===== config.mk =====
export PLATFORM = sky130hd
export DESIGN_NAME = mc_controller
export DESIGN_NICKNAME = d
export VERILOG_FILES = /design/src/rtl/mc_ctrl_pkg.sv /design/src/rtl/mc_decoder.sv /design/src/rtl/mc_controller.sv
export SDC_FILE = /design/constraint.sdc
export NUM_CORES = 1
export LEC_CHECK = 0
export CAP_MARGIN = 0
export CORE_MARGIN = 2
export CORE_UTILIZATION = 25
export CTS_CLUSTER_SIZE = 12
export DETAILED_ROUTE_END_ITERATION = 12
export MAX_ROUTING_LAYER = met4
export PLACE_DENSITY = 0.72
export SYNTH_ARGS = -nofsm -noshare
export SYNTH_HDL_FRONTEND = slang
export SYNTH_SLANG_ARGS = --single-unit

===== constraint.sdc =====
create_clock -name clk -period 1.6 [get_ports clk]
set_input_delay 0.4 -clock clk [delete_from_list [all_inputs] [get_ports clk]]
set_output_delay 0.4 -clock clk [all_outputs]
set_load 0.05 [all_outputs]

===== src/rtl/mc_ctrl_pkg.sv =====
// Shared encodings for the multi-cycle MIPS control unit: FSM states, opcode/funct
// constants, datapath select encodings and the one-hot instruction class.
package mc_ctrl_pkg;

  typedef enum logic [2:0] {
    S_FETCH  = 3'd0,
    S_DECODE = 3'd1,
    S_EXEC   = 3'd2,
    S_MEM    = 3'd3,
    S_WB     = 3'd4
  } state_t;

  localparam logic [5:0] OP_RTYPE = 6'h00;
  localparam logic [5:0] OP_ORI   = 6'h0d;
  localparam logic [5:0] OP_LUI   = 6'h0f;
  localparam logic [5:0] OP_LW    = 6'h23;
  localparam logic [5:0] OP_SW    = 6'h2b;
  localparam logic [5:0] OP_BEQ   = 6'h04;
  localparam logic [5:0] OP_J     = 6'h02;
  localparam logic [5:0] OP_JAL   = 6'h03;

  localparam logic [5:0] FN_ADDU  = 6'h21;
  localparam logic [5:0] FN_SUBU  = 6'h23;
  localparam logic [5:0] FN_JR    = 6'h08;
  localparam logic [5:0] FN_NOP   = 6'h00;

  localparam logic [3:0] ALU_ADD  = 4'd0;
  localparam logic [3:0] ALU_SUB  = 4'd1;
  localparam logic [3:0] ALU_OR   = 4'd2;

  localparam logic [1:0] EXT_ZERO = 2'b00;
  localparam logic [1:0] EXT_SIGN = 2'b01;
  localparam logic [1:0] EXT_LUI  = 2'b10;

  localparam logic [1:0] DST_RT   = 2'b00;
  localparam logic [1:0] DST_RD   = 2'b01;
  localparam logic [1:0] DST_RA   = 2'b10;

  localparam logic [1:0] M2R_ALU  = 2'b00;
  localparam logic [1:0] M2R_DM   = 2'b01;
  localparam logic [1:0] M2R_PC4  = 2'b10;

  localparam logic [1:0] NPC_PC4  = 2'b00;
  localparam logic [1:0] NPC_BR   = 2'b01;
  localparam logic [1:0] NPC_J    = 2'b10;
  localparam logic [1:0] NPC_JR   = 2'b11;

  typedef struct packed {
    logic addu;
    logic subu;
    logic ori;
    logic lui;
    logic lw;
    logic sw;
    logic beq;
    logic j;
    logic jal;
    logic jr;
    logic nop;
    logic illegal;
  } iclass_t;

endpackage


===== src/rtl/mc_decoder.sv =====
// Combinational instruction classifier: opcode/funct to a one-hot instruction class.
module mc_decoder
  import mc_ctrl_pkg::*;
(
  input  logic [31:0] Instr,
  output iclass_t     cls
);

  logic [5:0] op;
  logic [5:0] funct;
  logic       unused_fields;

  assign op    = Instr[31:26];
  assign funct = Instr[5:0];
  // Register and immediate fields play no part in classification.
  assign unused_fields = ^Instr[25:6];

  always_comb begin
    cls = '0;
    case (op)
      OP_RTYPE: begin
        case (funct)
          FN_ADDU: cls.addu    = 1'b1;
          FN_SUBU: cls.subu    = 1'b1;
          FN_JR:   cls.jr      = 1'b1;
          FN_NOP:  cls.nop     = 1'b1;
          default: cls.illegal = 1'b1;
        endcase
      end
      OP_ORI:  cls.ori     = 1'b1;
      OP_LUI:  cls.lui     = 1'b1;
      OP_LW:   cls.lw      = 1'b1;
      OP_SW:   cls.sw      = 1'b1;
      OP_BEQ:  cls.beq     = 1'b1;
      OP_J:    cls.j       = 1'b1;
      OP_JAL:  cls.jal     = 1'b1;
      default: cls.illegal = 1'b1;
    endcase
  end

endmodule


===== src/rtl/mc_controller.sv =====
// Multi-cycle MIPS control FSM (FETCH/DECODE/EXEC/MEM/WB) with combinational strobe decode.
// Optional MC_CTRL_PERF_EN adds free-running cycle and retired-instruction counters.
module mc_controller
  import mc_ctrl_pkg::*;
(
  input  logic        clk,
  input  logic        reset,
  input  logic [31:0] Instr,
  input  logic        Zero,
  output logic        IRWrite,
  output logic        PCWrite,
  output logic [1:0]  NPCOp,
  output logic [3:0]  ALUCtrl,
  output logic        ALUSrc,
  output logic [1:0]  ExtOp,
  output logic [1:0]  RegDst,
  output logic [1:0]  MemtoReg,
  output logic        RegWrite,
  output logic        MemRead,
  output logic        MemWrite
`ifdef MC_CTRL_PERF_EN
  ,
  output logic [31:0] cycle_cnt,
  output logic [31:0] instr_cnt
`endif
);

  state_t  state;
  iclass_t cls;

  mc_decoder u_decoder (
    .Instr (Instr),
    .cls   (cls)
  );

  always_ff @(posedge clk) begin
    if (reset) begin
      state <= S_FETCH;
    end else begin
      case (state)
        S_FETCH:  state <= S_DECODE;
        S_DECODE: state <= (cls.j || cls.jal || cls.jr || cls.nop || cls.illegal)
                           ? S_FETCH : S_EXEC;
        S_EXEC:   state <= (cls.lw || cls.sw) ? S_MEM : (cls.beq ? S_FETCH : S_WB);
        S_MEM:    state <= cls.lw ? S_WB : S_FETCH;
        S_WB:     state <= S_FETCH;
        default:  state <= S_FETCH;
      endcase
    end
  end

  // Reset overrides the decode so no strobe escapes during an aborted instruction.
  always_comb begin
    IRWrite  = 1'b0;
    PCWrite  = 1'b0;
    NPCOp    = NPC_PC4;
    ALUCtrl  = ALU_ADD;
    ALUSrc   = 1'b0;
    ExtOp    = EXT_ZERO;
    RegDst   = DST_RT;
    MemtoReg = M2R_ALU;
    RegWrite = 1'b0;
    MemRead  = 1'b0;
    MemWrite = 1'b0;
    if (!reset) begin
      // ALU set-up is held constant from EXEC through MEM and WB.
      if (state == S_EXEC || state == S_MEM || state == S_WB) begin
        if (cls.subu || cls.beq)     ALUCtrl = ALU_SUB;
        else if (cls.ori || cls.lui) ALUCtrl = ALU_OR;
        ALUSrc = cls.ori || cls.lui || cls.lw || cls.sw;
        if (cls.lui)                ExtOp = EXT_LUI;
        else if (cls.lw || cls.sw)  ExtOp = EXT_SIGN;
      end
      case (state)
        S_FETCH: IRWrite = 1'b1;
        S_DECODE: begin
          if (cls.j || cls.jal) begin
            PCWrite = 1'b1;
            NPCOp   = NPC_J;
          end else if (cls.jr) begin
            PCWrite = 1'b1;
            NPCOp   = NPC_JR;
          end else if (cls.nop || cls.illegal) begin
            PCWrite = 1'b1;
          end
          if (cls.jal) begin
            RegWrite = 1'b1;
            RegDst   = DST_RA;
            MemtoReg = M2R_PC4;
          end
        end
        S_EXEC: begin
          if (cls.beq) begin
            PCWrite = 1'b1;
            NPCOp   = Zero ? NPC_BR : NPC_PC4;
          end
        end
        S_MEM: begin
          MemRead  = cls.lw;
          MemWrite = cls.sw;
          PCWrite  = cls.sw;
        end
        S_WB: begin
          RegWrite = 1'b1;
          PCWrite  = 1'b1;
          RegDst   = (cls.addu || cls.subu) ? DST_RD : DST_RT;
          MemtoReg = cls.lw ? M2R_DM : M2R_ALU;
        end
        default: ;
      endcase
    end
  end

`ifdef MC_CTRL_PERF_EN
  always_ff @(posedge clk) begin
    if (reset) begin
      cycle_cnt <= '0;
      instr_cnt <= '0;
    end else begin
      cycle_cnt <= cycle_cnt + 32'd1;
      if (PCWrite) instr_cnt <= instr_cnt + 32'd1;
    end
  end
`endif

endmodule


==> metrics, run 1 <==
critical-path cell list nor4b_4, o2bb2ai_2, nand3b_1, o211ai_1, clkbuf_16; FF+latch count, synth 3; Port Buf Inserts 30; fin crit period between 2 and 2.5 ns; number of global-route vias before repair 1,059; clk sink count 3; max-cap violation count 0; layout cell share with drive strength beyond 1 between 80% and 90%; # DRC 0; startpoint types flop; GR Util All Layers 31.6%; worst-path fanout max 5; setup ws final -0.417 ns; Fin Setup TNS -4.69 ns; synth top area cells dfxtp_1 (12%), nor2_1 (6.6%), nor3_1 (5.9%); number of synthesized flops with an enable pin 0; Detail Placement HPWL ~1700 um; Seq/Total Area, Yosys 11.7%; power density of the placed cells 290 nW/um^2; Routed WL about 3400 um; leak pwr just under 0.7 nW; Worst Setup SP state[0]; post-synth top area share 11.7%; Setup WS pre-CTS -0.853 ns; Levels on crit path 5; Die Wd about 49 um; area leader, netlist dfxtp_1; total power 0.494 mW; antenna violations before repair 0; Net Sw Frac between 30 and 40%; Main synth FF type dfxtp_1; core area between 1500 and 2000 um^2; failing checks setup timing; CP Capture Type primary output; first-pass GRT wire length around 5500 um; RSZ-0062 raised after global routing true; Post-synth top cells nor2_1 (9), nand2_1 (8), nor3_1 (6), inv_1 (4); async set-reset flop share out of synthesis 0%; max FFs per register 3; YS warnings 0; Clock transition at path regs around 0.040 ns; Top Ports 53; final core occ roughly 88%; maximum number of pins on one net before global-route repair 7; CTS tree yes; sequential fraction of design power roughly 16%; starting density of the core 26.4%; DRT iter0 DRCs 32; most numerous cell in the Yosys netlist nor2_1; syn avg cell area ~6.7 um^2; status complete, but fails checks; # placed instances 149; Arr. time, crit path approximately 1.6 ns; Antenna diodes 0; Most flops, register state; Placed Area about 1300 um^2; Worst Skew about 0.0042 ns; Int Pwr 0.298 mW; Yosys cell types 32; routability cong. roughly 0.8; cells after synthesis 76; Final Max Tran Viols 0; reg2reg start state[0]; Root Buffer clkbuf_4; R2R depth 4; Max stage delay on crit path roughly 0.37 ns; end of the worst register-to-register path state[1]; end point of the critical path PCWrite; reg-to-reg slack, setup between 0.15 and 0.2 ns; Die H about 49 um; Pre-Repair DR Iteration Count 4; Fillers just under 90; Hold WS 0.484 ns; CP top delay family simple AND/OR/NAND/NOR gates; vias per cell around 5.4; Comb pwr share a little over half; power share of the clock group between 30% and 40%; Hold Violations, Final 0; Worst Path Buf+Inv 1; WL/cell 19.8 um; VDD IR max ~0.26 mV; remaining antenna violation count after routing 0; Synth Area in Adders 0%; largest family of logic cells by synthesized area simple AND/OR/NAND/NOR gates; total number of vias approximately 930; fin crit share 126%; maximum clock path buffer count 2; top flop regs state: 3 flops; Setup Crit Path Kind reg -> out; Critical Path RT around 1.2 ns; Non-Filler Instances between 150 and 200; critical path's slowest cell dfxtp_4; die area 2430 um^2; area delta synth->final 232%; Num CTS Buffers 3; synthesized area a little over 500 um^2; multiplexer share of the synthesized area 0%; H-tree level count 1; Synth Area in XOR/XNOR 0%; Psw between 0.15 and 0.2 mW; setup violation total in the final timing report 17; Final #Nets approximately 180; Final Cell Area between 1500 and 2000 um^2; worst skew pair latency roughly 0.25 ns; HP Class in -> reg; total congestion overflow 0; Compound-Gate Fraction of Synth Area 23.4%; FP Rows 16; max frequency about 500 MHz; Post-Synth Simple-Gate Area 53.7%
## kinds of logic after synthesis
| group | count (synthesis) |
|---|---|
| compound gates | 15 |
| buf+inv | 11 |
| flops | 3 |
| other cells | 1 |
| simple gates | 46 |
## worst min path at each step
stage / startpoint / to / slack [ns] / depth (start not counted)
floorplan: reset / state[1] / 0.47 / 1
global placement: state[2] / state[0] / 0.60 / 2
detailed placement: state[2] / state[0] / 0.61 / 2
CTS: Instr[30] / state[1] / 0.47 / 3
global route: Instr[30] / state[1] / 0.49 / 3
finish: Instr[30] / state[1] / 0.48 / 3
## cell usage in the layout (no fill, tap or decap), types with 3 or more instances in the layout
cell      count
buf_6        16
nor2_1        4
nor3_4        7
buf_2         4
buf_8         4
dfxtp_4       3
inv_1         3
buf_12       15
clkbuf_4      3
nor2_4        4
buf_4        30
nand4b_1      3
nand2_4       4
## metal layers
layer  vias to the layer above  part of all wire [%]  GRT usage, %  wire [um]
met5                         -                     0             -          0
met4                         0                   5.2          20.5        178
met3                        16                   4.1          4.91        139
met2                        49                    53          52.5       1820
met1                       445                    38          35.0       1290
li1                        419                     -             -          -
## tightest hold or removal path, stage by stage
cell and delay (ns):
buf_8 0.08, buf_4 0.15, a2111oi_2 0.06
## power groups by stage
stage | Combinational, mW | Sequential [mW] | Clock (mW)
2_1_floorplan | 0.0893 | 0.0793 | 0
3_3_place_gp | 0.185 | 0.0823 | 0
3_5_place_dp | 0.188 | 0.0827 | 0
4_1_cts | 0.240 | 0.0799 | 0.141
5_1_grt | 0.273 | 0.0810 | 0.156
6_report | 0.263 | 0.0809 | 0.151
## final cells by class
type                    instances  area, um^2  share of cell area [%]
inverters                       4        17.5                    1.03
flip-flops and latches          3        71.3                    4.19
repair buffers                 72         831                    48.8
well taps                      27        33.8                    1.98
multi-input cells              63         723                    42.5
clock buffers                   4        26.3                    1.54
## what timing repair did
| item | 4_1_cts | 5_1_grt |
|---|---|---|
| hold buffers | 0 | 0 |
| setup endpoints to repair | 19 | 17 |
| gates resized for setup | 116 | 9 |
| pin swaps | 31 | 14 |
| buffers inserted | 17 | 6 |
Power figures use the tool's default switching activity.
==> inputs of run 2 (changes only) <==
CORE_MARGIN = 10   (was 2)
CORE_UTILIZATION = 26   (was 25)
CTS_BUF_LIST = sky130_fd_sc_hd__clkbuf_8   (was default)
PLACE_DENSITY = 0.75   (was 0.72)
SKIP_LAST_GASP = 1   (was default)
==> metrics, run 2 (synthesis gave the netlist of run 1 again) <==
area delta synth->final 220%; M1 WL 1210 um (-5.7%); Arr. time, crit path 1.64 ns (+0.02 ns); vias per cell 5.56 (+3.5%); max FFs per register 3 (unchanged); Non-Filler Instances 166 (-4.0%); Placed Area 1270 um^2 (-1.7%); remaining antenna violation count after routing 0 (unchanged); FP Rows 16 (unchanged); Fillers 93 (+6.9%); # DRC 0 (unchanged); max-cap violation count 0 (unchanged); total congestion overflow 0 (unchanged); RSZ-0062 raised after global routing true; max frequency 489 MHz (-1.4%); Final #Nets 175 (-3.8%); Most flops, register state; Root Buffer clkbuf_8; commonest non-fill, non-tap cell in the layout buf_4; flip-flop and latch area 71.3 um^2 (unchanged); Top Ports 53 (unchanged); wire length on met2 1750 um (-3.7%); Final Max Tran Viols 0 (unchanged); Setup Crit Path Kind in -> out; total power 0.552 mW (+12%); Antenna diodes 0 (unchanged); Routed WL 3300 um (-3.6%); Die Wd 64.4 um (+31%); HP Class in -> reg; top flop regs state: 3 flops; total number of vias 923 (-0.65%); failing checks setup timing; Worst Skew 0.00573 ns (+0.00155 ns); GR Util All Layers 15.9% (-16 points); Detail Placement HPWL 1960 um (+16%); leak pwr 0.635 nW (-8.3%); reg-to-reg slack, setup 0.22 ns (+0.06 ns); Pre-Repair DR Iteration Count 4 (unchanged); fin crit period 2.04 ns (+0.0279 ns); CTS tree yes; CP Capture Type primary output; fin crit share 128% (+1.7 points); power density of the placed cells 336 nW/um^2 (+16%); Port Buf Inserts 30 (unchanged); area of the multi-input gates 731 um^2 (+1.0%); core area 1920 um^2 (-1.0%); Critical Path RT 1.20 ns (about the same); Setup WS pre-CTS -0.796 ns (+0.0563 ns); DRT iter0 DRCs 37 (+16%); # placed instances 146 (-2.0%); maximum number of pins on one net before global-route repair 7 (unchanged); H-tree level count 1 (unchanged); Hold Violations, Final 0 (unchanged); startpoint types input port; setup ws final -0.445 ns (-0.0279 ns); status complete, but fails checks; Top Layer Used met4; worst-path fanout max 2 (-3); WL/cell 19.9 um (+0.50%); WL met3 171 um (+23%); Hold WS 0.524 ns (+0.0395 ns); clk sink count 3 (unchanged); setup violation total in the final timing report 17 (unchanged); maximum clock path buffer count 2 (unchanged); VDD IR max 0.399 mV (+52%); routability cong. 0.915 (+13%); most frequent cells in the layout buf_4 (28), buf_12 (15), buf_6 (13); layout cell share with drive strength beyond 1 81.3% (-0.21 points); worst skew pair latency 0.23 ns (-0.02 ns); die area 4150 um^2 (+71%); number of global-route vias before repair 941 (-11%); Die H 64.4 um (+31%); first-pass GRT wire length 5060 um (-8.4%); Num CTS Buffers 3 (unchanged); Clock transition at path regs 0.03 ns (about the same); Final Cell Area 1640 um^2 (-3.5%); starting density of the core 26.7% (+0.28 points); antenna violations before repair 0 (unchanged)
## run 2: stage by stage
step           TNS (ns)  utilization [%]
2_1_floorplan     -4.22                -
3_3_place_gp     -12.16             66.1
3_5_place_dp     -12.91             66.1
4_1_cts           -3.95             82.3
5_1_grt           -5.41             85.5
6_report          -4.65             85.5
## run 2: worst paths after layout
check	startpoint	to	depth (start not counted)
max	Instr[3]	PCWrite	6
min	Instr[30]	state[1]	3
max reg2reg	state[0]	state[1]	4
min reg2reg	state[2]	state[0]	2
## run 2: layout make-up
class | count | share of cell area [%]
multi-input combinational | 63 | 44.5
tap | 27 | 2.06
timing repair buffer | 65 | 45.5
clock inverter | 1 | 0.228
inverter | 4 | 0.914
sequential | 3 | 4.34
clock buffer | 3 | 2.51
## run 2: worst max-delay path: stages
cell and delay (ns):
buf_6 0.10, nor4b_4 0.30, nand4b_1 0.20, a31oi_1 0.25, o211ai_1 0.17, clkbuf_16 0.21
## run 2: what timing repair did
item                       in CTS  in global routing
hold endpoints to repair        0                  0
gates cloned                    0                  0
pin swaps                      26                 16
buffers inserted               12                  8
setup endpoints to repair      19                 18
hold buffers                    0                  0
gates resized for setup       105                 12
## run 2: layer usage
| layer | track usage (%) | up-vias |
|---|---|---|
| met4 | 6.15 | 0 |
| met1 | 15.7 | 447 |
| met3 | 3.61 | 19 |
| met5 | - | - |
| met2 | 29.3 | 47 |
| li1 | - | 410 |
## run 2: where the power goes
part           internal (mW)  switching [mW]
sequential            0.0746         0.00708
combinational          0.119           0.129
clock                  0.164          0.0584
total                  0.358           0.194
